--- config.mk ---
export PLATFORM = sky130hd
export DESIGN_NAME = izigzag_seq_ctl
export DESIGN_NICKNAME = d
export VERILOG_FILES = /design/src/rtl/izz_pkg.sv /design/src/rtl/izz_sat_counter.sv /design/src/rtl/izigzag_seq_ctl.sv
export SDC_FILE = /design/constraint.sdc
export NUM_CORES = 1
export LEC_CHECK = 0
export BUFFER_PORTS_ARGS = -buffer_cell sky130_fd_sc_hd__buf_2
export CELL_PAD_IN_SITES_DETAIL_PLACEMENT = 0
export CELL_PAD_IN_SITES_GLOBAL_PLACEMENT = 2
export CORE_UTILIZATION = 28
export CTS_CLUSTER_DIAMETER = 80
export DETAILED_ROUTE_END_ITERATION = 16
export PLACE_DENSITY_LB_ADDON = 0.1
export SYNTH_ARGS = -nofsm -noshare
export SYNTH_HDL_FRONTEND = slang
export SYNTH_SLANG_ARGS = --single-unit
--- constraint.sdc ---
create_clock -name clock -period 6.5 [get_ports clock]
set_input_delay 0.65 -clock clock [delete_from_list [all_inputs] [get_ports clock]]
set_output_delay 0.65 -clock clock [all_outputs]
set_load 0.03 [all_outputs]
--- src/rtl/izz_pkg.sv ---
// Shared definitions for the inverse-zigzag lane splitter.
package izz_pkg;

  typedef logic [2:0] izz_lane_t;

  localparam izz_lane_t LANE_A = 3'd0;
  localparam izz_lane_t LANE_B = 3'd1;
  localparam izz_lane_t LANE_C = 3'd2;
  localparam izz_lane_t LANE_D = 3'd3;
  localparam izz_lane_t LANE_E = 3'd4;
  localparam izz_lane_t LANE_F = 3'd5;
  localparam izz_lane_t LANE_G = 3'd6;
  localparam izz_lane_t LANE_H = 3'd7;

  localparam logic STATECASE_STALL = 1'b0;
  localparam logic STATECASE_FIRE  = 1'b1;

  localparam int IZZ_BLOCK_SIZE = 64;

endpackage

--- src/rtl/izz_sat_counter.sv ---
// Event counter. SATURATE=1 sticks at all-ones, SATURATE=0 wraps.
module izz_sat_counter #(
  parameter int W        = 16,
  parameter bit SATURATE = 1'b1
) (
  input  logic         clk,
  input  logic         rst,
  input  logic         inc_i,
  output logic [W-1:0] cnt_o
);

  logic [W-1:0] cnt_q;
  logic [W-1:0] cnt_d;

  // Next count: step on inc unless saturating at all-ones.
  always_comb begin
    cnt_d = cnt_q;
    if (inc_i && !(SATURATE && (&cnt_q))) cnt_d = cnt_q + 1'b1;
  end

  // Count register.
  always_ff @(posedge clk or posedge rst) begin
    if (rst) cnt_q <= '0;
    else     cnt_q <= cnt_d;
  end

  assign cnt_o = cnt_q;

endmodule

--- src/rtl/izigzag_seq_ctl.sv ---
// Control half of the inverse-zigzag lane splitter: walks lanes A..H, PER_VISIT
// tokens per lane, gating each fire on stream data and current-lane space.
// Optional statistics outputs are built when IZZ_SEQ_STATS_EN is defined.
module izigzag_seq_ctl
  import izz_pkg::*;
#(
  parameter int NUM_LANES  = 8,
  parameter int PER_VISIT  = 2,
  parameter int BLOCK_SIZE = IZZ_BLOCK_SIZE
) (
  input  logic                          clock,
  input  logic                          reset,
  input  logic                          in_valid,
  output logic                          in_consume,
  input  logic [NUM_LANES-1:0]          lane_full,
  output logic [NUM_LANES-1:0]          lane_wr,
  output logic [$clog2(NUM_LANES)-1:0]  state,
  output logic                          statecase,
  output logic [$clog2(BLOCK_SIZE)-1:0] index,
  output logic                          block_done
`ifdef IZZ_SEQ_STATS_EN
  ,
  output logic [15:0]                   stall_cnt,
  output logic [15:0]                   blk_cnt
`endif
);

  localparam int SW = $clog2(NUM_LANES);
  localparam int IW = $clog2(BLOCK_SIZE);
  localparam int PW = (PER_VISIT > 1) ? $clog2(PER_VISIT) : 1;

  localparam logic [SW-1:0] ST_LAST  = SW'(NUM_LANES - 1);
  localparam logic [IW-1:0] IDX_LAST = IW'(BLOCK_SIZE - 1);
  localparam logic [PW-1:0] PH_LAST  = PW'(PER_VISIT - 1);

  // Blocks must hold a whole number of full lane sweeps so every block starts on lane A.
  if (BLOCK_SIZE % (NUM_LANES * PER_VISIT) != 0) begin : g_bad_cfg
    $error("izigzag_seq_ctl: BLOCK_SIZE must be a multiple of NUM_LANES*PER_VISIT");
  end

  logic [SW-1:0] state_q, state_d;
  logic [PW-1:0] phase_q, phase_d;
  logic [IW-1:0] index_q, index_d;
  logic          fire;
  logic          last_tok;

  // Fire decision and next-state; reset masks fire so outputs drop without a clock edge.
  always_comb begin
    fire     = in_valid & ~lane_full[state_q] & ~reset;
    last_tok = (index_q == IDX_LAST);
    state_d  = state_q;
    phase_d  = phase_q;
    index_d  = index_q;
    if (fire) begin
      index_d = last_tok ? '0 : index_q + 1'b1;
      phase_d = (phase_q == PH_LAST) ? '0 : phase_q + 1'b1;
      if (phase_q == PH_LAST) state_d = (state_q == ST_LAST) ? '0 : state_q + 1'b1;
    end
  end

  // Lane / phase / block-position registers; they only move on a fire.
  always_ff @(posedge clock or posedge reset) begin
    if (reset) begin
      state_q <= SW'(LANE_A);
      phase_q <= '0;
      index_q <= '0;
    end else begin
      state_q <= state_d;
      phase_q <= phase_d;
      index_q <= index_d;
    end
  end

  assign statecase  = fire ? STATECASE_FIRE : STATECASE_STALL;
  assign in_consume = fire;
  assign lane_wr    = fire ? (NUM_LANES'(1) << state_q) : '0;
  assign block_done = fire & last_tok;
  assign state      = state_q;
  assign index      = index_q;

`ifdef IZZ_SEQ_STATS_EN
  izz_sat_counter #(.W(16), .SATURATE(1'b1)) u_stall_cnt (
    .clk   (clock),
    .rst   (reset),
    .inc_i (in_valid & ~fire),
    .cnt_o (stall_cnt)
  );

  izz_sat_counter #(.W(16), .SATURATE(1'b0)) u_blk_cnt (
    .clk   (clock),
    .rst   (reset),
    .inc_i (block_done),
    .cnt_o (blk_cnt)
  );
`endif

endmodule
==> impl_metrics.json, run 1 <==
{
  "clkLatencyLatePin_ns": 0.26,
  "synth_ff_type": "dfrtp_1",
  "critPathKind": "reg2out",
  "p_leak_nw": 0.521,
  "cp_max_fo": 10,
  "synth_area_leader_cell": "dfrtp_1",
  "worstMarginPinSlew_ns": 1.03,
  "fin_cells": 135,
  "post-route-period-util_pct": 51.9,
  "cts_hold_buf": 0,
  "syn-num-nets": 91,
  "synth_top_cells_by_count": "10 x dfrtp_1, 7 x ha_1, 6 x inv_1",
  "tns_ns": 0,
  "rsz0062_at_grt": "false",
  "cts_root_buffer": "clkbuf_4",
  "yosysMostFrequentCell": "dfrtp_1",
  "numPlacedInstances": 132,
  "stdcell_area_um2": 930,
  "fmax_ghz": 0.297,
  "cap_violations": 0,
  "routabilityCongestion": 0.748,
  "vias_per_cell": 4.74,
  "hpwl_um": 1290,
  "cellPowerDensity_nw_per_um2": 444,
  "synth_area_um2": 727,
  "drv_slew": 0,
  "crit_family": "compound AO/OA/AOI/OAI gates",
  "wire_per_inst_um": 11.9,
  "cts_num_sinks": 10,
  "synth-async-reset-ratio_pct": 100,
  "path_cells": "mux2_2, a222oi_1, nand2_2, clkinv_2, and3_1, buf_2",
  "io_buffers": 30,
  "netlist-cell-type-count": 27,
  "totalPowerFinal_uw": 413,
  "detail-route-antenna-nets": 0,
  "final_util_pct": 37.9,
  "dr.pass1.iters": 4,
  "synth_area_leaders": "dfrtp_1 34%, ha_1 12%, mux2i_1 5.5%",
  "min_path_type": "in2async",
  "start_util_pct": 29.6,
  "hold_ws_ns": 0.358,
  "ios": 31,
  "rrSetupSlack_ns": 3.93,
  "grt_antenna_before_repair": 0,
  "cp.arrival_ns": 2.72,
  "die-area_um2": 2800,
  "drt_iter0_markers": 2,
  "final_hold_viol_count": 0,
  "peakVddDrop_uv": 166,
  "post_cts_buffers": 0,
  "postLayoutSetupSlackWorst_ns": 3.13,
  "overflow": 0,
  "timing.rr.end": "index[1]",
  "cts_buffer_depth": 2,
  "grt_pass1_wl_um": 2600,
  "htree_levels": 1,
  "cts_tree": "done",
  "core_um2": 2450,
  "synthCells": 73,
  "cts.clk_slew.worst_paths_ns": 0.07,
  "cts_made_buffers": 3,
  "end_kind": "output port",
  "cp-start-kind": "flop",
  "die_width_um": 53.0,
  "critical_path.max_stage_delay_ns": 0.82,
  "die_h_um": 53.0,
  "diodes": 0,
  "syn_area_per_cell_um2": 9.96,
  "status": "completed",
  "ys_ff_latch": 10,
  "post_cts_resized": 0,
  "drt_wl_total_um": 1600,
  "synth_edf_count": 0,
  "via_count": 640,
  "finalSetupViolCount": 0,
  "drive_gt1_share_pct": 41.0,
  "cp.required_ns": 5.85,
  "cpMaxStageDelayCell": "a222oi_1",
  "maxSlewHeadroom_pct": 31.5,
  "area_growth_pct": 27.9,
  "place_ws_ns": 3.21,
  "skew_ns": 0.00757,
  "ys_seq_area_share_pct": 34.4,
  "crit_buf_inv": 2,
  "placementRows": 18,
  "post_dp_cell_area_um2": 907,
  "grt_usage_pct": 13.0,
  "grt_pass1_vias": 605,
  "reg2reg_from": "state[0]",
  "period_needed_ns": 3.37,
  "synth.top_cell.area_share_pct": 34.4,
  "r2r_cells": 5,
  "fin_nets": 125,
  "grt_max_degree": 11,
  "drc": 0,
  "synth_warnings": 0
}
==> power breakdown <==
part	switching (mW)	internal [mW]
Combinational	0.148	0.0921
Sequential	0.0408	0.0904
Clock	0.0199	0.0213
==> cell usage in the layout, fill, tap and decap left out, types with 3 or more instances in the layout <==
master    netlist  layout
buf_2           0      30
dfrtp_1        10      10
ha_1            7       7
inv_1           6       6
nand3_1         5       5
and2_1          4       4
and3_1          4       4
mux2i_1         4       4
mux2_2          3       3
a31oi_1         3       3
xnor2_1         3       3
clkbuf_4        0       3
==> layer usage <==
metal | part of all wire [%] | vias up | global-route usage, %
met3 | 8.4 | 0 | 6.32
met5 | 0 | - | 0
li1 | - | 321 | -
met2 | 43 | 19 | 19.0
met4 | 0 | 0 | 2.63
met1 | 48 | 300 | 17.2
==> registers in the layout, summed over array words and instances, names as in the netlist <==
signal	flops
index	6
state	3
phase_q	1
==> area by class of cell <==
type / count / area, um2
fill: 287 / 1530
multi-input combinational: 55 / 442
sequential: 10 / 250
timing repair buffer: 30 / 150
tap: 30 / 37.5
inverter: 7 / 27.5
clock buffer: 3 / 22.5
==> how the worst max path moves through the flow <==
stage / cells past startpoint / slack (ns) / endpoint / from
floorplan: 4 / 3.27 / block_done / state[1]
global route: 6 / 2.87 / lane_wr[0] / state[0]
detailed placement: 7 / 3.21 / lane_wr[0] / lane_full[5]
finish: 6 / 3.13 / lane_wr[1] / state[0]
CTS: 6 / 3.08 / lane_wr[0] / state[0]
global placement: 7 / 3.28 / lane_wr[1] / lane_full[5]
==> kinds of logic after synthesis <==
family	Yosys count	synth area share, %
buffers and inverters	8	4.82
xor gates and xnor gates	3	3.62
and+or+nand+nor	27	22.0
muxes	10	15.8
AOI/OAI and AO/OA	8	7.23
adders and majority gates	7	12.0
DFF	10	34.4
No activity file was read; power rests on OpenSTA's default activity.
==> run 2, diff against run 1 <==
CORE_UTILIZATION = 26   (was 28)
clock period = 3.25 ns   (was 6.5 ns; I/O delays follow)
==> run 2 against run 1 <==
Against the previous run:
- register-to-register slack worse by 2.8 ns
- clock skew shrank 0.0032 ns
- first-iteration DRC count rose to 11 times the previous value
- global-route usage about the same
- largest power group unchanged
- worst hold slack lost 0.31 ns
- combinational power rose by 110%
- clock power grew to 2.8 times the previous value
- final area up 3.1%
- largest cell class unchanged
==> impl_metrics.json, run 2 (synthesis gave the netlist of run 1 again) <==
{
  "peakVddDrop_uv": 381,
  "grt_pass1_wl_um": 2630,
  "timing.rr.end": "index[1]",
  "cts_num_sinks": 10,
  "fin_cells": 138,
  "die-area_um2": 3010,
  "core_um2": 2570,
  "routabilityCongestion": 0.718,
  "dr.pass1.iters": 4,
  "finalSetupViolCount": 0,
  "cp_max_fo": 10,
  "crit_family": "flip-flops",
  "mostFrequentLayoutCells": "30 x buf_2, 10 x dfrtp_1, 7 x ha_1",
  "grt_antenna_before_repair": 0,
  "cts_made_buffers": 3,
  "drt_wl_total_um": 1770,
  "end_kind": "output port",
  "start_util_pct": 28.3,
  "rrSetupSlack_ns": 1.17,
  "io_buffers": 30,
  "drt_iter0_markers": 22,
  "diodes": 0,
  "vias_per_cell": 4.63,
  "hold_ws_ns": 0.0483,
  "cp-start-kind": "flop",
  "fmax_ghz": 0.387,
  "mostFrequentLayoutCell": "buf_2",
  "post_cts_resized": 0,
  "grt_pass1_vias": 566,
  "grt_usage_pct": 13.0,
  "crit_buf_inv": 3,
  "final_hold_viol_count": 0,
  "drive_gt1_share_pct": 42.6,
  "cp_num_cells": 7,
  "via_count": 639,
  "critPathKind": "reg2out",
  "routed-wl-met3_um": 105,
  "ios": 31,
  "post_cts_buffers": 0,
  "cp.required_ns": 2.92,
  "worstMarginPinSlew_ns": 0.449,
  "drv_slew": 0,
  "cts.clk_slew.worst_paths_ns": 0.08,
  "cp.arrival_ns": 2.26,
  "wl_met2_um": 710,
  "tns_ns": 0,
  "fin_nets": 127,
  "die_width_um": 54.9,
  "largest_register_ffs": 6,
  "cts_root_buffer": "clkbuf_4",
  "clkLatencyLatePin_ns": 0.27,
  "cts_hold_buf": 0,
  "reg2reg_from": "state[0]",
  "detail-route-antenna-nets": 0,
  "drc": 0,
  "cts_buffer_depth": 2,
  "die_h_um": 54.9,
  "r2r_cells": 6,
  "cpMaxStageDelayCell": "dfrtp_1",
  "cap_violations": 0,
  "overflow": 0,
  "fill_cells": 288,
  "min_path_type": "in2async",
  "p_leak_nw": 0.538,
  "numPlacedInstances": 134,
  "rsz0062_at_grt": "false",
  "skew_ns": 0.00441,
  "maxSlewHeadroom_pct": 70.0,
  "grt_max_degree": 11,
  "path_cells": "mux2_2, a222oi_1, buf_4, nand2_2, clkinv_2, and3_1, buf_2",
  "hpwl_um": 1390,
  "place_ws_ns": 0.954,
  "postLayoutSetupSlackWorst_ns": 0.667,
  "area_growth_pct": 31.8,
  "cts_tree": "done",
  "htree_levels": 1,
  "placementRows": 18,
  "post-route-period-util_pct": 79.5,
  "period_needed_ns": 2.58,
  "cellPowerDensity_nw_per_um2": 924,
  "wl_met1_um": 933,
  "wire_per_inst_um": 12.8,
  "highest_layer": "met4",
  "status": "completed",
  "critical_path.max_stage_delay_ns": 0.56
}
## run 2: changes by cell type in the layout (fill, tap and decap cells not counted)
cell and change:
clkbuf_8 +1, buf_4 +2
## run 2: where the power goes
| part | internal (mW) | total, mW | switching, mW |
|---|---|---|---|
| Sequential | 0.180 | 0.264 | 0.0839 |
| Combinational | 0.198 | 0.504 | 0.306 |
| Clock | 0.0681 | 0.117 | 0.0493 |
## run 2: metrics by stage
step           instance area [um2]  power, mW  util [%]
3_5_place_dp                   922      0.773      35.9
5_1_grt                        958      0.962      37.3
6_report                       958      0.886      37.3
2_1_floorplan                  727      0.621         -
4_1_cts                        958      0.895      37.3
3_3_place_gp                   922      0.782      35.9
## run 2: worst max-delay path by stage
stage | start | end
2_1_floorplan | state[1] | block_done
3_3_place_gp | state[0] | lane_wr[2]
3_5_place_dp | state[0] | lane_wr[2]
4_1_cts | state[0] | lane_wr[2]
5_1_grt | state[0] | lane_wr[0]
6_report | state[0] | lane_wr[2]
## run 2: worst reg2reg max path: cells and delay by family, from the launching register on
kind / cells / cell delay, ns
DFF: 1 / 0.56
buffers and inverters: 2 / 0.35
AOI/OAI and AO/OA: 1 / 0.25
muxes: 2 / 0.73
and+or+nand+nor: 1 / 0.09
## run 2: metal layers
layer / GRT usage (%) / vias to the layer above
li1: - / 328
met1: 19.7 / 289
met2: 16.3 / 19
met3: 4.17 / 3
met4: 5.13 / 0
met5: 0 / -
## run 2: final cells by class
class / instances / area, um2 / area share [%]
repair buffers: 32 / 165 / 17.2
multi-input cells: 55 / 442 / 46.1
inverters: 7 / 27.5 / 2.87
flip-flops and latches: 10 / 250 / 26.1
clock buffers: 4 / 36.3 / 3.79
well taps: 30 / 37.5 / 3.92
